File: src/rtl/qam_prbs_sequencer_if.sv
// Symbol handshake between the PRBS sequencer (master) and the constellation mapper (slave).
interface qam_prbs_sequencer_if #(
  parameter int BITS_PER_SYM = 4
) ();
  logic [BITS_PER_SYM-1:0] sym_data;
  logic                    sym_valid;
  logic                    sym_ready;
  logic                    sym_last;

  modport master (output sym_data, output sym_valid, output sym_last, input sym_ready);
  modport slave  (input sym_data, input sym_valid, input sym_last, output sym_ready);
endinterface

File: src/rtl/qam_prbs_sequencer.sv
// Steps an external 13-bit PRBS LFSR, packs BITS_PER_SYM bits per symbol (first bit = MSB)
// and delivers fixed-length frames to the QAM mapper over a valid/ready handshake.
module qam_prbs_sequencer #(
  parameter int                BITS_PER_SYM = 4,
  parameter int                FRAME_LEN    = 64,
  parameter int                LFSR_W       = 13,
  parameter logic [LFSR_W-1:0] SEED         = 13'h000F
) (
  input  logic                clock,
  input  logic                reset,
  input  logic                start,
  input  logic                abort,
  input  logic [LFSR_W-1:0]   cfg_seed,
  input  logic                cfg_seed_we,
  input  logic                lfsr_bit,
  output logic                lfsr_step,
  output logic                lfsr_load,
  output logic [LFSR_W-1:0]   lfsr_seed,
  qam_prbs_sequencer_if.master sym,
  output logic                busy,
  output logic                frame_done
);

  localparam int BCW = $clog2(BITS_PER_SYM);
  localparam int SCW = $clog2(FRAME_LEN + 1);
  localparam logic [BCW-1:0] BIT_LAST = BCW'(BITS_PER_SYM - 1);
  localparam logic [SCW-1:0] SYM_LAST = SCW'(FRAME_LEN - 1);

  typedef enum logic [2:0] {
    S_IDLE,
    S_SEED,
    S_FILL,
    S_HOLD,
    S_DONE
  } state_t;

  state_t                  state_q, state_d;
  logic [LFSR_W-1:0]       seed_reg;
  logic [BCW-1:0]          bit_cnt;
  logic [SCW-1:0]          sym_cnt;
  logic [BITS_PER_SYM-2:0] shift_q;
  logic [BITS_PER_SYM-1:0] sym_data_q;
  logic [BITS_PER_SYM-1:0] shift_next;

  assign shift_next = {shift_q, lfsr_bit};

  // NOTE: sequential state uses non-blocking assignments so every register samples pre-edge values.
  always_ff @(posedge clock) begin
    if (reset) state_q <= S_IDLE;
    else       state_q <= state_d;
  end

  // NOTE: state_d gets its default before the case so no path leaves it unassigned (no latch).
  always_comb begin
    state_d = state_q;
    case (state_q)
      S_IDLE: if (start && !abort) state_d = S_SEED;
      S_SEED: state_d = abort ? S_IDLE : S_FILL;
      S_FILL: begin
        if (abort)                    state_d = S_IDLE;
        else if (bit_cnt == BIT_LAST) state_d = S_HOLD;
      end
      S_HOLD: begin
        if (abort)              state_d = S_IDLE;
        else if (sym.sym_ready) state_d = (sym_cnt == SYM_LAST) ? S_DONE : S_FILL;
      end
      S_DONE:  state_d = S_IDLE;
      default: state_d = S_IDLE;
    endcase
  end

  always_ff @(posedge clock) begin
    if (reset) begin
      seed_reg   <= SEED;
      bit_cnt    <= '0;
      sym_cnt    <= '0;
      shift_q    <= '0;
      sym_data_q <= '0;
    end else begin
      // An all-zero seed would lock the LFSR up, so it falls back to SEED.
      if (cfg_seed_we) seed_reg <= (cfg_seed == '0) ? SEED : cfg_seed;
      case (state_q)
        S_IDLE: if (start && !abort) sym_cnt <= '0;
        S_SEED: bit_cnt <= '0;
        S_FILL: begin
          if (!abort) begin
            shift_q <= shift_next[BITS_PER_SYM-2:0];
            if (bit_cnt == BIT_LAST) begin
              sym_data_q <= shift_next;
              bit_cnt    <= '0;
            end else begin
              bit_cnt <= bit_cnt + 1'b1;
            end
          end
        end
        S_HOLD: if (!abort && sym.sym_ready) sym_cnt <= sym_cnt + 1'b1;
        default: ;
      endcase
    end
  end

  // Everything below is decoded from registered state; sym_ready never reaches sym_valid.
  assign lfsr_load     = (state_q == S_SEED);
  assign lfsr_step     = (state_q == S_FILL);
  assign lfsr_seed     = seed_reg;
  assign busy          = (state_q != S_IDLE);
  assign frame_done    = (state_q == S_DONE);
  assign sym.sym_valid = (state_q == S_HOLD);
  assign sym.sym_last  = (state_q == S_HOLD) && (sym_cnt == SYM_LAST);
  assign sym.sym_data  = sym_data_q;

endmodule
File: src/flat_wrapper.sv
// flat-port wrapper written by rule: the top's interface ports become plain ports
module qam_prbs_sequencer_flat 
#(
  parameter int                BITS_PER_SYM = 4,
  parameter int                FRAME_LEN    = 64,
  parameter int                LFSR_W       = 13,
  parameter logic [LFSR_W-1:0] SEED         = 13'h000F
)
  (clock, reset, start, abort, cfg_seed, cfg_seed_we, lfsr_bit, lfsr_step, lfsr_load, lfsr_seed, busy, frame_done, sym_sym_data, sym_sym_valid, sym_sym_last, sym_sym_ready);
  qam_prbs_sequencer_if #(.BITS_PER_SYM(BITS_PER_SYM)) sym_i ();
  input  logic clock;
  input  logic reset;
  input  logic start;
  input  logic abort;
  input  logic [LFSR_W-1:0] cfg_seed;
  input  logic cfg_seed_we;
  input  logic lfsr_bit;
  output logic lfsr_step;
  output logic lfsr_load;
  output logic [LFSR_W-1:0] lfsr_seed;
  output logic busy;
  output logic frame_done;
  output wire logic [$bits(sym_i.sym_data)-1:0] sym_sym_data;
  output wire logic [$bits(sym_i.sym_valid)-1:0] sym_sym_valid;
  output wire logic [$bits(sym_i.sym_last)-1:0] sym_sym_last;
  input wire logic [$bits(sym_i.sym_ready)-1:0] sym_sym_ready;
  assign sym_sym_data = sym_i.sym_data;
  assign sym_sym_valid = sym_i.sym_valid;
  assign sym_sym_last = sym_i.sym_last;
  assign sym_i.sym_ready = sym_sym_ready;
  qam_prbs_sequencer #(.BITS_PER_SYM(BITS_PER_SYM), .FRAME_LEN(FRAME_LEN), .LFSR_W(LFSR_W), .SEED(SEED)) u_core (.clock(clock), .reset(reset), .start(start), .abort(abort), .cfg_seed(cfg_seed), .cfg_seed_we(cfg_seed_we), .lfsr_bit(lfsr_bit), .lfsr_step(lfsr_step), .lfsr_load(lfsr_load), .lfsr_seed(lfsr_seed), .sym(sym_i), .busy(busy), .frame_done(frame_done));
endmodule
File: config.mk
export PLATFORM = sky130hd
export DESIGN_NAME = qam_prbs_sequencer_flat
export DESIGN_NICKNAME = d
export VERILOG_FILES = /design/src/rtl/qam_prbs_sequencer_if.sv /design/src/rtl/qam_prbs_sequencer.sv /design/src/flat_wrapper.sv
export SDC_FILE = /design/constraint.sdc
export NUM_CORES = 1
export LEC_CHECK = 0
export BUFFER_PORTS_ARGS = -buffer_cell sky130_fd_sc_hd__buf_2
export CAP_MARGIN = 10
export CELL_PAD_IN_SITES_DETAIL_PLACEMENT = 1
export CELL_PAD_IN_SITES_GLOBAL_PLACEMENT = 1
export CORE_MARGIN = 2
export CORE_UTILIZATION = 34
export CTS_CLUSTER_DIAMETER = 150
export CTS_CLUSTER_SIZE = 16
export DETAILED_ROUTE_END_ITERATION = 8
export HOLD_SLACK_MARGIN = 0.12
export MAX_ROUTING_LAYER = met4
export PLACE_DENSITY_LB_ADDON = 0.1
export SKIP_CTS_REPAIR_TIMING = 1
export SYNTH_ARGS = -nofsm -noshare
export SYNTH_HDL_FRONTEND = slang
export SYNTH_SLANG_ARGS = --single-unit
File: constraint.sdc
create_clock -name clock -period 1.7 [get_ports clock]
set_clock_uncertainty 0.2 [all_clocks]
set_input_delay 0.085 -clock clock [delete_from_list [all_inputs] [get_ports clock]]
set_output_delay 0.085 -clock clock [all_outputs]
set_load 0.02 [all_outputs]
==> run metrics <==
status finished clean; Via density 5.01; clock sink count 32; die width 70.2 µm; Ant. Diodes 0; FF-to-FF setup slack 0.06 ns; Mapped Area 1490 µm²; slowest cell on the critical path dfxtp_2; vias in the first global route 1,368; # nets final 257; dpl hpwl 2.81 mm; PwrDens 770 nW/µm²; Core Area 4290 µm²; startpoint types flop; leakage 0.961 nW; crit-path cells or3b_1 -> a21oi_2 -> nor2_1 -> o32ai_2; Critical Path Sink Type flop; Setup WS pre-CTS -0.0432 ns; endpoints failing hold 0; Worst EP required 1.69 ns; area grow syn2layout 46.6%; Distinct cells, synth 39; crit path capture u_core.state_q[1]$_SDFFE_PP0P_; Fmax 0.611 GHz; DRC errors left 0; Post-synth EDFFs 0; Fillers 505; Finished Layout Cells 287; row count 24; Slew Viols, Final 0; worst IR drop on VDD 0.000325 V; Worst Tran Pin Value 0.499 ns; critical path class flop to flop; Hold WC Path Type input port to flop; layout cells sized above 1 33.2%; CTS buffer count 5; RR Startpoint u_core.state_q[1]$_SDFFE_PP0P_; setup TNS 0 ns; Synth Register Bits 32; Reg2Reg Depth 4; post-synth top area share 43.0%; main area contributors after synthesis dfxtp_1 43%, mux2i_1 9.4%, nor2_1 6.0%, nand2b_1 3.8%, a21oi_1 2.4%; initial antenna violation count 0; ANT nets after route 0; end of the worst register-to-register path u_core.state_q[1]$_SDFFE_PP0P_; largest net degree at the start of global routing 31; GRT Resource Usage Total 16.5%; CTS max path bufs 2; Synth area leader dfxtp_1; routed len/inst 14.9 µm; Avg Inst Size Synth 9.31 µm²; CP arrival 1.62 ns; Max-slew headroom 66.7%; Seq/Total Area, Yosys 43.0%; Setup crit start u_core.state_q[1]$_SDFFE_PP0P_; final setup vio count 0; first-pass iteration count of the detailed router 3; Tcrit/Tclk final 96.2%; WL final 4.28 mm; Max stage delay on crit path 0.41 ns; depth of the CTS H-tree 2; async set-or-reset flop fraction in the synthesized netlist 0%; Max FO, Critical Path 8; CTS tree built; global route total overflow 0; I/O Pins 43; DP Cell Count 255; Syn. warnings 0; final worst slack 0.0642 ns; CTS root buf clkbuf_8; Post-Syn Nets 182; DR iter-0 viols 41; RSZ-0062 raised after global routing true; synthesized netlist cell count 160; Tmin final 1.64 ns; maxcap violations 0; Clock transition at path regs 0.07 ns; Die Y 70.2 µm; Die ar. 4930 µm²; Finished Core Util 50.9%; # port buffers 42; first-pass GRT wire length 6.37 mm; worst hold slack 0.100 ns; via count 1,439; Starting Density 34.7%; top_reg_cell synth dfxtp_1; clk_lat worst skew 0.28 ns; Placer Congestion 0.805
-- registers in the layout (all words and copies together) (netlist names) --
| name | count |
|---|---|
| u_core.shift_q | 3 |
| u_core.sym.sym_data | 4 |
| u_core.lfsr_seed | 13 |
| u_core.bit_cnt | 2 |
| u_core.sym_cnt | 7 |
| u_core.state_q | 3 |
-- report_power, final --
| part | internal [W] | leakage [nW] | switching (W) | total, W |
|---|---|---|---|---|
| Clock | 0.000360 | 0.0503 | 0.000263 | 0.000624 |
| Combinational | 0.000129 | 0.648 | 0.000139 | 0.000268 |
| Sequential | 0.000772 | 0.264 | 0.0000185 | 0.000791 |
| Total | 0.00126 | 0.961 | 0.000421 | 0.00168 |
-- synthesized netlist by cell type (2+ instances only) --
| master | n |
|---|---|
| nand2_1 | 6 |
| buf_4 | 3 |
| a41oi_1 | 2 |
| inv_1 | 5 |
| nor4b_1 | 2 |
| xor2_1 | 4 |
| mux2i_1 | 14 |
| a21oi_1 | 7 |
| ha_1 | 2 |
| clkbuf_1 | 3 |
| nor3_1 | 5 |
| nor4_1 | 2 |
| dfxtp_1 | 32 |
| o22ai_1 | 5 |
| and3_1 | 4 |
| o211ai_1 | 4 |
| o21ai_0 | 2 |
| nor2_1 | 24 |
| nand2b_1 | 9 |
| nand3_1 | 6 |
-- worst max-delay path: cells and delay by family (launching register included) --
kind            cells  cell delay (ns)
compound gates      2             0.46
flops               1             0.41
simple gates        2             0.48
-- area by class of cell --
| cell class | instances | area [µm²] | share of cell area (%) |
|---|---|---|---|
| Multi-Input combinational cell | 115 | 825 | 37.7 |
| Sequential cell | 32 | 648 | 29.7 |
| Timing Repair Buffer | 76 | 532 | 24.3 |
| Clock buffer | 7 | 96.3 | 4.41 |
| Tap cell | 52 | 65.1 | 2.98 |
| Inverter | 5 | 18.8 | 0.859 |
-- cells by family after synthesis --
kind of cell	share of synthesized area [%]
AOI/OAI and AO/OA	12.9
adders and majority gates	1.68
buffers and inverters	4.62
xor gates and xnor gates	2.35
and+or+nand+nor	26.0
muxes	9.40
DFF	43.0
-- stage by stage --
step           area [µm²]  total power [W]
2_1_floorplan        1500         0.000942
3_3_place_gp         1790          0.00101
3_5_place_dp         1790          0.00102
6_report             2180          0.00168
5_1_grt              2180          0.00177
4_1_cts              1880          0.00165
-- how the worst min path moves through the flow --
stage / startpoint / to / slack [ns] / cells past startpoint
after global routing: cfg_seed_we / u_core.lfsr_seed[10]$_SDFFE_PP0P_ / 0.13 / 3
after CTS: cfg_seed[0] / u_core.lfsr_seed[0]$_SDFFE_PP1P_ / -0.15 / 3
after global placement: cfg_seed[3] / u_core.lfsr_seed[3]$_SDFFE_PP1P_ / 0.13 / 3
after detailed placement: cfg_seed[0] / u_core.lfsr_seed[0]$_SDFFE_PP1P_ / 0.14 / 3
after floorplan: cfg_seed[0] / u_core.lfsr_seed[0]$_SDFFE_PP1P_ / 0.03 / 2
final: cfg_seed_we / u_core.lfsr_seed[10]$_SDFFE_PP0P_ / 0.10 / 3
-- placed cells by master, fill, tap and decap left out, types with 3 or more instances in the layout --
cell,n
clkbuf_8,7
and3_1,3
inv_1,5
dfxtp_1,26
nand2_1,6
o22ai_1,5
dlygate4sd3_1,24
buf_4,10
buf_2,41
nor3_1,3
xor2_1,4
o211ai_1,4
a21oi_1,7
dfxtp_2,6
mux2i_1,14
nor2_1,24
nand2b_1,9
nand3_1,5
-- metal layers --
metal	vias up	GRT usage (%)	wire [µm]
met1	682	19.7	1940
li1	721	-	-
met5	-	-	0
met2	32	26.1	2150
met4	0	5.77	37
met3	4	5.34	150
Note: power is estimated with default switching activity, not from simulation.
